### src/rtl/hdc_pkg.sv
// Shared types and helpers for the hypervector bundler slice.
// Holds the bundler FSM state type and the tie-break helper.
package hdc_pkg;

    typedef enum logic [1:0] {
        ACC,
        EVAL,
        OUT
    } bundler_state_t;

    // An exact tie is only possible when an even number of HVs is bundled.
    function automatic bit tie_needed(int n);
        return (n % 2) == 0;
    endfunction

endpackage

### src/rtl/bundler_hv_seq_if.sv
// Handshake bundle for the sequential HV bundler.
// master: drives in_valid/in_hv/tie_hv/out_ready; slave: drives in_ready/out_valid/out_hv.
interface bundler_hv_seq_if #(
    parameter int DIM = 64
);
    logic           in_valid;
    logic           in_ready;
    logic [DIM-1:0] in_hv;
    logic [DIM-1:0] tie_hv;
    logic           out_valid;
    logic           out_ready;
    logic [DIM-1:0] out_hv;

    modport master (
        output in_valid, in_hv, tie_hv, out_ready,
        input  in_ready, out_valid, out_hv
    );

    modport slave (
        input  in_valid, in_hv, tie_hv, out_ready,
        output in_ready, out_valid, out_hv
    );
endinterface

### src/rtl/bundler_cnt_bit.sv
// One bit slice of the bundler: ones-counter, captured tie bit, majority register.
// Ports: clk, rst, load, inc_en, bit_in, tie_bit, eval, out_bit.
module bundler_cnt_bit
    import hdc_pkg::*;
#(
    parameter int NUM_HVS = 6
) (
    input  logic clk,
    input  logic rst,
    input  logic load,
    input  logic inc_en,
    input  logic bit_in,
    input  logic tie_bit,
    input  logic eval,
    output logic out_bit
);
    localparam int CNT_W = $clog2(NUM_HVS + 1);
    localparam logic [CNT_W-1:0] HALF = CNT_W'(NUM_HVS / 2);
    localparam bit TIE_EN = tie_needed(NUM_HVS);

    logic [CNT_W-1:0] cnt;
    logic             tie_q;

    always_ff @(posedge clk) begin
        if (rst) begin
            cnt     <= '0;
            tie_q   <= 1'b0;
            out_bit <= 1'b0;
        end else begin
            // First beat of a bundle overwrites whatever the last bundle left.
            if (load) begin
                cnt   <= CNT_W'(bit_in);
                tie_q <= tie_bit;
            end else if (inc_en) begin
                cnt <= cnt + CNT_W'(bit_in);
            end
            if (eval) begin
                if (cnt > HALF)
                    out_bit <= 1'b1;
                else if (TIE_EN && cnt == HALF)
                    out_bit <= tie_q;
                else
                    out_bit <= 1'b0;
            end
        end
    end
endmodule

### src/rtl/bundler_hv_seq.sv
// Sequential majority bundler: NUM_HVS DIM-bit HVs in, one majority HV out.
// Ports: clk, rst (sync, active-high), bus (slave), abort (only with BUNDLER_ABORT_EN).
module bundler_hv_seq
    import hdc_pkg::*;
#(
    parameter int DIM     = 64,
    parameter int NUM_HVS = 6
) (
    input  logic clk,
    input  logic rst,
`ifdef BUNDLER_ABORT_EN
    input  logic abort,
`endif
    bundler_hv_seq_if.slave bus
);
    localparam int CNT_W = $clog2(NUM_HVS + 1);
    localparam logic [CNT_W-1:0] LAST = CNT_W'(NUM_HVS - 1);

    bundler_state_t   state_q, state_d;
    logic [CNT_W-1:0] hv_idx_q;
    logic             abort_i;
    logic             in_ready, out_valid;
    logic             accept, out_hs;
    logic             load, inc_en, eval;
    logic [DIM-1:0]   out_hv_w;

`ifdef BUNDLER_ABORT_EN
    assign abort_i = abort;
`else
    assign abort_i = 1'b0;
`endif

    assign accept = bus.in_valid & in_ready;
    assign out_hs = out_valid & bus.out_ready;

    always_ff @(posedge clk) begin
        if (rst)
            state_q <= ACC;
        else
            state_q <= state_d;
    end

    always_comb begin
        state_d = state_q;
        unique case (state_q)
            ACC:  if (!abort_i && accept && hv_idx_q == LAST)
                      state_d = EVAL;
            EVAL: state_d = abort_i ? ACC : OUT;
            OUT:  if (out_hs)
                      state_d = ACC;
            default: state_d = ACC;
        endcase
    end

    // Handshake flags decode from state only: no in->out paths.
    always_comb begin
        in_ready  = (state_q == ACC);
        out_valid = (state_q == OUT);
        eval      = (state_q == EVAL) & ~abort_i;
        load      = accept & ~abort_i & (hv_idx_q == '0);
        inc_en    = accept & ~abort_i & (hv_idx_q != '0);
    end

    always_ff @(posedge clk) begin
        if (rst)
            hv_idx_q <= '0;
        else if (abort_i && state_q != OUT)
            hv_idx_q <= '0;
        else if (out_hs)
            hv_idx_q <= '0;
        else if (accept)
            hv_idx_q <= hv_idx_q + 1'b1;
    end

    for (genvar g = 0; g < DIM; g++) begin : g_bit
        bundler_cnt_bit #(
            .NUM_HVS(NUM_HVS)
        ) u_bit (
            .clk    (clk),
            .rst    (rst),
            .load   (load),
            .inc_en (inc_en),
            .bit_in (bus.in_hv[g]),
            .tie_bit(bus.tie_hv[g]),
            .eval   (eval),
            .out_bit(out_hv_w[g])
        );
    end

    assign bus.in_ready  = in_ready;
    assign bus.out_valid = out_valid;
    assign bus.out_hv    = out_hv_w;
endmodule
### src/flat_wrapper.sv
// flat-port wrapper written by rule: the top's interface ports become plain ports
module bundler_hv_seq_flat import hdc_pkg::*;
#(
    parameter int DIM     = 64,
    parameter int NUM_HVS = 6
)
  (clk, rst, bus_in_valid, bus_in_hv, bus_tie_hv, bus_out_ready, bus_in_ready, bus_out_valid, bus_out_hv);
  bundler_hv_seq_if #(.DIM(DIM)) bus_i ();
  input  logic clk;
  input  logic rst;
  input wire logic [$bits(bus_i.in_valid)-1:0] bus_in_valid;
  input wire logic [$bits(bus_i.in_hv)-1:0] bus_in_hv;
  input wire logic [$bits(bus_i.tie_hv)-1:0] bus_tie_hv;
  input wire logic [$bits(bus_i.out_ready)-1:0] bus_out_ready;
  output wire logic [$bits(bus_i.in_ready)-1:0] bus_in_ready;
  output wire logic [$bits(bus_i.out_valid)-1:0] bus_out_valid;
  output wire logic [$bits(bus_i.out_hv)-1:0] bus_out_hv;
  assign bus_i.in_valid = bus_in_valid;
  assign bus_i.in_hv = bus_in_hv;
  assign bus_i.tie_hv = bus_tie_hv;
  assign bus_i.out_ready = bus_out_ready;
  assign bus_in_ready = bus_i.in_ready;
  assign bus_out_valid = bus_i.out_valid;
  assign bus_out_hv = bus_i.out_hv;
  bundler_hv_seq #(.DIM(DIM), .NUM_HVS(NUM_HVS)) u_core (.clk(clk), .rst(rst), .bus(bus_i));
endmodule
### config.mk
export PLATFORM = sky130hd
export DESIGN_NAME = bundler_hv_seq_flat
export DESIGN_NICKNAME = d
export VERILOG_FILES = /design/src/rtl/hdc_pkg.sv /design/src/rtl/bundler_hv_seq_if.sv /design/src/rtl/bundler_cnt_bit.sv /design/src/rtl/bundler_hv_seq.sv /design/src/flat_wrapper.sv
export SDC_FILE = /design/constraint.sdc
export NUM_CORES = 1
export LEC_CHECK = 0
export BUFFER_PORTS_ARGS = -buffer_cell sky130_fd_sc_hd__clkbuf_2
export CORE_ASPECT_RATIO = 0.7
export CORE_MARGIN = 4
export CORE_UTILIZATION = 52
export CTS_CLUSTER_DIAMETER = 40
export DETAILED_ROUTE_END_ITERATION = 10
export GPL_TIMING_DRIVEN = 1
export PLACE_DENSITY_LB_ADDON = 0.08
export SETUP_SLACK_MARGIN = 0.1
export SKIP_CTS_REPAIR_TIMING = 1
export SLEW_MARGIN = 25
export SYNTH_ARGS = -nofsm -noshare
export SYNTH_HDL_FRONTEND = slang
export SYNTH_HIERARCHICAL = 1
export SYNTH_SLANG_ARGS = --single-unit
### constraint.sdc
create_clock -name clk -period 19.9 [get_ports clk]
set_clock_uncertainty 0.15 [all_clocks]
set_input_delay 3.98 -clock clk [delete_from_list [all_inputs] [get_ports clk]]
set_output_delay 3.98 -clock clk [all_outputs]
set_load 0.03 [all_outputs]
==> results of run 1 <==
-- kinds of logic after synthesis --
kind of cell               after synthesis  share of synthesized area (%)
buffers and inverters                   70                           1.75
muxes                                  192                           12.7
adders and majority gates              131                           10.9
DFF                                    325                           43.1
xor gates and xnor gates                 1                         0.0581
and+or+nand+nor                        396                           13.7
AOI/OAI and AO/OA                      326                           17.7
-- cells in the final DEF, fill, tap and decap left out, types with 4 or more instances in the layout --
master,Yosys,routed
nor2_1,195,195
clkinvlp_4,0,5
buf_4,0,8
inv_1,69,69
a21oi_1,68,67
bufinv_16,0,4
mux2i_1,192,192
nand3b_1,64,64
clkbuf_8,0,5
clkbuf_16,0,41
a21bo_2,64,64
clkinv_2,0,6
dfxtp_1,325,325
clkbuf_2,1,196
nor2b_1,65,65
a31oi_1,64,64
or2_2,64,64
ha_1,131,131
a211oi_1,64,64
a211oi_2,64,64
-- worst paths after layout --
kind	startpoint	to	slack [ns]	cells after the start
worst min register to register	u_core/hv_idx_q[1]	u_core/hv_idx_q[1]	0.33	2
worst min-delay path	u_core/hv_idx_q[1]	u_core/hv_idx_q[1]	0.33	2
worst max-delay path	bus_in_valid	u_core/g_bit[1].u_bit/cnt[0]	12.55	7
worst max register to register	u_core/state_q[1]	u_core/g_bit[1].u_bit/cnt[0]	15.75	6
-- worst min-delay path: stages (launching register included) --
cell     delay (ns)
dfxtp_1        0.33
nand2_1        0.06
a21oi_1        0.05
-- power groups by stage --
stage | Combinational, mW | Sequential (mW) | Clock (mW)
after detailed placement | 0.202 | 0.717 | 0
after global routing | 0.225 | 0.707 | 0.783
after floorplan | 0.202 | 0.712 | 0
after global placement | 0.194 | 0.716 | 0
final | 0.200 | 0.703 | 0.734
after CTS | 0.203 | 0.703 | 0.752
-- state kept, by name (all words and copies together) (netlist names) --
register	cells
u_core/g_bit.u_bit/tie_q	64
u_core/hv_idx_q	3
u_core/g_bit.u_bit/out_bit	64
u_core/g_bit.u_bit/cnt	192
u_core/state_q	2
-- per-layer routing --
metal  vias up  part of all wire, %  GRT usage (%)
met1      5187                   49           26.6
met4         0                  2.0           5.37
met3        55                  4.5           3.79
met5         -                    0              0
li1       5746                    -              -
met2       159                   45           31.1
-- through the flow --
step	setup slack, ns	power, mW	utilization [%]	hold slack, ns
2_1_floorplan	0.478	0.914	-	0.302
4_1_cts	12.56	1.66	63.8	0.328
3_5_place_dp	11.99	0.919	59.0	0.319
3_3_place_gp	12.09	0.910	59.0	0.320
5_1_grt	12.32	1.72	63.8	0.348
6_report	12.55	1.64	63.8	0.332
-- layout make-up --
class                   count  area [um2]  share of cell area (%)
flip-flops and latches    325        6510                    36.2
inverters                  69         259                    1.44
repair buffers            206        1080                    5.98
multi-input cells        1046        8340                    46.3
clock inverters            21         240                    1.34
diodes                      1        2.50                  0.0139
clock buffers              49        1110                    6.15
well taps                 371         464                    2.58
==> impl_summary.txt, run 1 <==
----------------------------------------------------
[Clocking]
  TritonCTS Sinks ... 325
  Clock root cell ... clkbuf_16
  Clock transition at path regs ... 0.06 ns
  Clock tree from TritonCTS ... done
  Clock buffer count from CTS ... 38
  Worst-skew pair later-pin latency ... 0.52 ns
  Maximum root-to-sink buffer count ... 3
  H-tree levels ... 2

[Floorplanning]
  Floorplan die width ... 212 um
  Number of cell rows ... 51
  Core area ... 0.0282 mm2
  Starting Density ... 53.5%
  Die area ... 0.0318 mm2
  Number of top-level pins ... 198
  Die outline height ... 150 um

[Place]
  Placed inst area ... 0.0166 mm2
  Detailed placement HPWL ... 20300 um
  Cell count after placement ... 2017
  Final Wtd Congestion ... 0.719
  Count of buffers from port buffering ... 197

[Power]
  Net switching fraction of the power ... 25.3%
  Power Dens Cells ... 91.0 mW/mm2
  Sw power ... 0.415 mW
  Leakage power summed over all cells ... 7.46 nW
  Part of the total power dissipated in the clock network ... 44.8%
  Maximum vdd ir drop ... 0.0000633 V
  Internal power consumption ... 1.22 mW
  Power share of the sequential group ... 42.9%
  Part of the power in combinational logic ... 12.2%

[Finish]
  Fillers ... 2396
  Count of nets after finishing ... 1949
  Fraction of layout instances using a drive strength above 1 ... 27.3%
  Number of cells in the finished layout apart from fillers ... 2088
  Area of all placed cells without fillers ... 0.0180 mm2
  Synthesis-to-layout area growth ... 19.3%

[Timing]
  Remaining max-slew budget at the tightest pin ... 28.7%
  Pin slew with the least headroom to its limit ... 1.07 ns
  Fin crit period ... 7.35 ns
  Final worst-path cycle share ... 36.9%
  Upper clock frequency limit ... 0.136 GHz
  Setup total negative slack ... 0 ns
  Final-report max-slew violation count ... 0
  Fin. Hold Viols ... 0
  Unrepaired setup endpoints after global routing ... false
  Setup violation total in the final timing report ... 0

[Critical path]
  Largest fanout on the critical path ... 91
  Crit path max-delay family ... buffers and inverters
  Critical path, cell by cell ... clkbuf_2, or3b_1, nor3b_4, buf_4, buf_4, nor2b_1, a211oi_2
  Type of the worst setup path ... in2reg
  CP max stage delay ... 0.88 ns
  Type of origin of the critical path ... primary input
  Cell repeated most along the worst path ... buf_4
  Required time reported for the critical path endpoint ... 20.11 ns
  Arrival time at the worst endpoint ... 7.56 ns
  Slowest stage cell, crit path ... nor3b_4
  Capturing element type of the critical path ... flop
  Critical path buffers and inverters ... 3

[Synth]
  Summed instance area of the synthesized netlist ... 0.0151 mm2
  Synth Instances ... 1441
  Post-synth EDFFs ... 0
  Number of unique standard cell types used by synthesis ... 24
  Sequential-to-total area share from yosys stat ... 43.1%
  Main area contributors after synthesis ... dfxtp_1, mux2i_1, ha_1, a211oi_2, nor2_1
  Largest area contributor in the netlist ... dfxtp_1
  Post-synth ARST share ... 0%
  Top post-synthesis cells by count ... dfxtp_1, nor2_1, mux2i_1, ha_1, inv_1
  Portion of synthesized cell area occupied by the leading cell type ... 43.1%
  Dominant cell by count in the synthesized netlist ... dfxtp_1
  Avg Inst Size Synth ... 10.5 um2
  Flop and latch count out of synthesis ... 325
  Synthesized net count ... 1704
  Count of synthesis-stage warnings from yosys ... 6
  Top_reg_cell synth ... dfxtp_1

[Drt]
  Routed WL ... 31400 um
  Post-DR wirelength/cell ... 15.0 um
  Length of the first detailed-routing pass in iterations ... 4
  Vias per std cell ... 5.34
  DR DRC count ... 0
  Drt initial violations ... 533
  Final ANT Viol Nets ... 0
  Vias ... 11147

[Global routing]
  Initial antenna violation count ... 0
  Total GRT Usage ... 19.3%
  Vias in the first global route ... 10745
  Wire length of the first global-routing pass ... 51800 um
  Pin count of the biggest net entering global routing ... 169
  Overall overflow remaining after global route ... 0

[Flow run]
  Max-cap violations ... 0

[Status]
  Status ... finished, final reports clean

[Hold path]
  Hold Crit Class ... reg2reg

----------------------------------------------------
Power figures use the tool's default switching activity.
==> run 2: changes to the inputs <==
--- a/config.mk
+++ b/config.mk
@@ -8,7 +8,7 @@
 export BUFFER_PORTS_ARGS = -buffer_cell sky130_fd_sc_hd__clkbuf_2
 export CORE_ASPECT_RATIO = 0.7
 export CORE_MARGIN = 4
-export CORE_UTILIZATION = 52
+export CORE_UTILIZATION = 55
 export CTS_CLUSTER_DIAMETER = 40
 export DETAILED_ROUTE_END_ITERATION = 10
 export GPL_TIMING_DRIVEN = 1
==> constraint.sdc (replaced) <==
create_clock -name clk -period 7.1 [get_ports clk]
set_clock_uncertainty 0.15 [all_clocks]
set_input_delay 1.42 -clock clk [delete_from_list [all_inputs] [get_ports clk]]
set_output_delay 1.42 -clock clk [all_outputs]
set_load 0.03 [all_outputs]
==> run 2 against run 1 <==
  * Sequential share of layout area grew 0.093 points
  * Critical path depth shrank 1
  * Combinational power grew to 2.8 times the previous value
  * Via count is essentially flat
  * Cell area shrank 0.26%
  * Count of clock-buffer cells in the layout grew 2
  * Final cell count shrank 0.67%
  * Total power grew to 2.8 times the previous value
  * Sequential power grew to 2.8 times the previous value
  * Core utilization grew 3.1 points
==> impl_summary.txt, run 2 (same netlist as run 1, synthesis figures left out) <==
----------------------------------------------------
[Global routing]
  Overall overflow remaining after global route ... 0 (unchanged)
  Initial antenna violation count ... 1 (+1)
  Vias in the first global route ... 10781 (+0.34%)
  Wire length of the first global-routing pass ... 52500 um (+1.4%)
  Total GRT Usage ... 20.4% (+1.1 points)
  Pin count of the biggest net entering global routing ... 168 (-0.59%)

[Clocking]
  Clock transition at path regs ... 0.06 ns (about the same)
  Clock buffer count from CTS ... 37 (-2.6%)
  Maximum root-to-sink buffer count ... 3 (unchanged)
  Clock tree from TritonCTS ... done
  Worst-skew pair later-pin latency ... 0.51 ns (about the same)
  H-tree levels ... 2 (unchanged)
  Clock root cell ... clkbuf_16
  TritonCTS Sinks ... 325 (unchanged)

[Place]
  Placed inst area ... 0.0166 mm2 (about the same)
  Count of buffers from port buffering ... 197 (unchanged)
  Final Wtd Congestion ... 0.762 (+6.0%)
  Detailed placement HPWL ... 20400 um (+0.17%)
  Setup WS pre-CTS ... 2.75 ns (-9.24 ns)

[Power]
  Leakage power summed over all cells ... 7.41 nW (-0.73%)
  Power Dens Cells ... 253 mW/mm2 (+180%)
  Maximum vdd ir drop ... 0.000184 V (+190%)
  Final total power ... 4.55 mW (+180%)

[Timing]
  Fin. Hold Viols ... 0 (unchanged)
  Setup violation total in the final timing report ... 0 (unchanged)
  Setup total negative slack ... 0 ns (unchanged)
  Upper clock frequency limit ... 0.255 GHz
  Fin worst setup slack ... 3.18 ns (-9.37 ns)
  Final-report max-slew violation count ... 0 (unchanged)
  Remaining max-slew budget at the tightest pin ... 38.5% (+9.7 points)
  Final worst-path cycle share ... 55.2%
  Pin slew with the least headroom to its limit ... 0.923 ns (-0.146 ns)
  Unrepaired setup endpoints after global routing ... false
  Fin crit period ... 3.92 ns

[Finish]
  Count of nets after finishing ... 1946 (-0.15%)
  Fillers ... 2169 (-9.5%)
  Biggest registers after layout ... u_core/g_bit.u_bit/cnt: 192 flops, u_core/g_bit.u_bit/out_bit: 64 flops, u_core/g_bit.u_bit/tie_q: 64 flops
  Fraction of layout instances using a drive strength above 1 ... 26.7% (-0.59 points)
  Area of all placed cells without fillers ... 0.0179 mm2 (-0.26%)
  Commonest non-fill, non-tap cell in the layout ... dfxtp_1
  Max reg flops ... 192 (unchanged)
  Synthesis-to-layout area growth ... 19.0%
  Largest reg by FF count ... u_core/g_bit.u_bit/cnt
  Top library cells by usage in the layout, fill and taps aside ... dfxtp_1, clkbuf_2, nor2_1

[Floorplanning]
  Floorplan die width ... 206 um (-2.7%)
  Starting Density ... 56.2% (+2.7 points)
  Core area ... 0.0268 mm2 (-4.8%)
  Die area ... 0.0302 mm2 (-5.2%)
  Number of top-level pins ... 198 (unchanged)
  Number of cell rows ... 50 (-2.0%)
  Die outline height ... 147 um (-2.6%)

[Critical path]
  Type of origin of the critical path ... primary input
  Crit path max-delay family ... buffers and inverters
  Capturing element type of the critical path ... flop
  CP max stage delay ... 0.85 ns (-0.03 ns)
  Largest fanout on the critical path ... 70 (-23%)
  Critical path buffers and inverters ... 2 (-1)
  Arrival time at the worst endpoint ... 4.13 ns (-3.43 ns)
  Critical path, cell by cell ... clkbuf_2, or3b_1, a21oi_4, buf_4, mux2i_1, a211oi_2
  Worst-case register-to-register setup slack ... 3.81 ns (-11.94 ns)
  Slowest stage cell, crit path ... buf_4
  Required time reported for the critical path endpoint ... 7.31 ns (-12.80 ns)
  Type of the worst setup path ... in2reg

[Drt]
  Final ANT Viol Nets ... 0 (unchanged)
  Length of the first detailed-routing pass in iterations ... 6 (+2)
  DR DRC count ... 0 (unchanged)
  Vias per std cell ... 5.38 (+0.73%)
  Routed WL ... 31300 um (-0.19%)
  Vias ... 11153 (+0.054%)
  Post-DR wirelength/cell ... 15.1 um (+0.49%)
  Drt initial violations ... 539 (+1.1%)

[Status]
  Status ... finished, final reports clean

[Flow run]
  Max-cap violations ... 0 (unchanged)

[Hold path]
  Hold Crit Class ... reg2reg

----------------------------------------------------
run 2: worst min-delay path: stages, from the launching register on:
cell and delay, ns:
dfxtp_1 0.33, nand2_1 0.06, a21oi_1 0.05
run 2: per-layer routing:
layer | wire length (um) | global-route usage [%] | share of wire (%) | up-vias
li1 | - | - | - | 5740
met5 | 13 | 0 | 0.042 | -
met1 | 15300 | 29.1 | 49 | 5203
met3 | 1480 | 4.06 | 4.7 | 46
met2 | 14100 | 32.2 | 45 | 162
met4 | 474 | 4.65 | 1.5 | 2
run 2: final timing paths:
| check | from | endpoint | cells after the start |
|---|---|---|---|
| hold reg to reg | u_core/hv_idx_q[1] | u_core/hv_idx_q[1] | 2 |
| setup reg to reg | u_core/state_q[1] | u_core/g_bit[56].u_bit/cnt[0] | 5 |
| hold / removal | u_core/hv_idx_q[1] | u_core/hv_idx_q[1] | 2 |
| setup / recovery | bus_in_valid | u_core/g_bit[56].u_bit/cnt[0] | 6 |
run 2: area by class of cell:
class	instances	area, um2	share of cell area [%]
multi-input combinational	1046	8340	46.5
clock buffer	51	1060	5.91
antenna	1	2.50	0.0139
clock inverter	14	238	1.32
sequential	325	6510	36.3
inverter	69	259	1.44
tap	364	455	2.54
timing repair buffer	204	1090	6.05
run 2: power breakdown:
| part | leakage (nW) | switching [mW] | internal, mW |
|---|---|---|---|
| clock | 0.633 | 0.745 | 1.27 |
| sequential | 2.64 | 0.0599 | 1.91 |
| combinational | 4.13 | 0.307 | 0.258 |
run 2: through the flow:
stage | hold WS [ns] | util (%) | instances
final | 0.331 | 66.9 | 2074
after global routing | 0.365 | 66.9 | 2073
after CTS | 0.336 | 66.9 | 2073
after detailed placement | 0.328 | 62.0 | 2008
after global placement | 0.323 | 62.0 | 2008
after floorplan | 0.302 | - | 1441
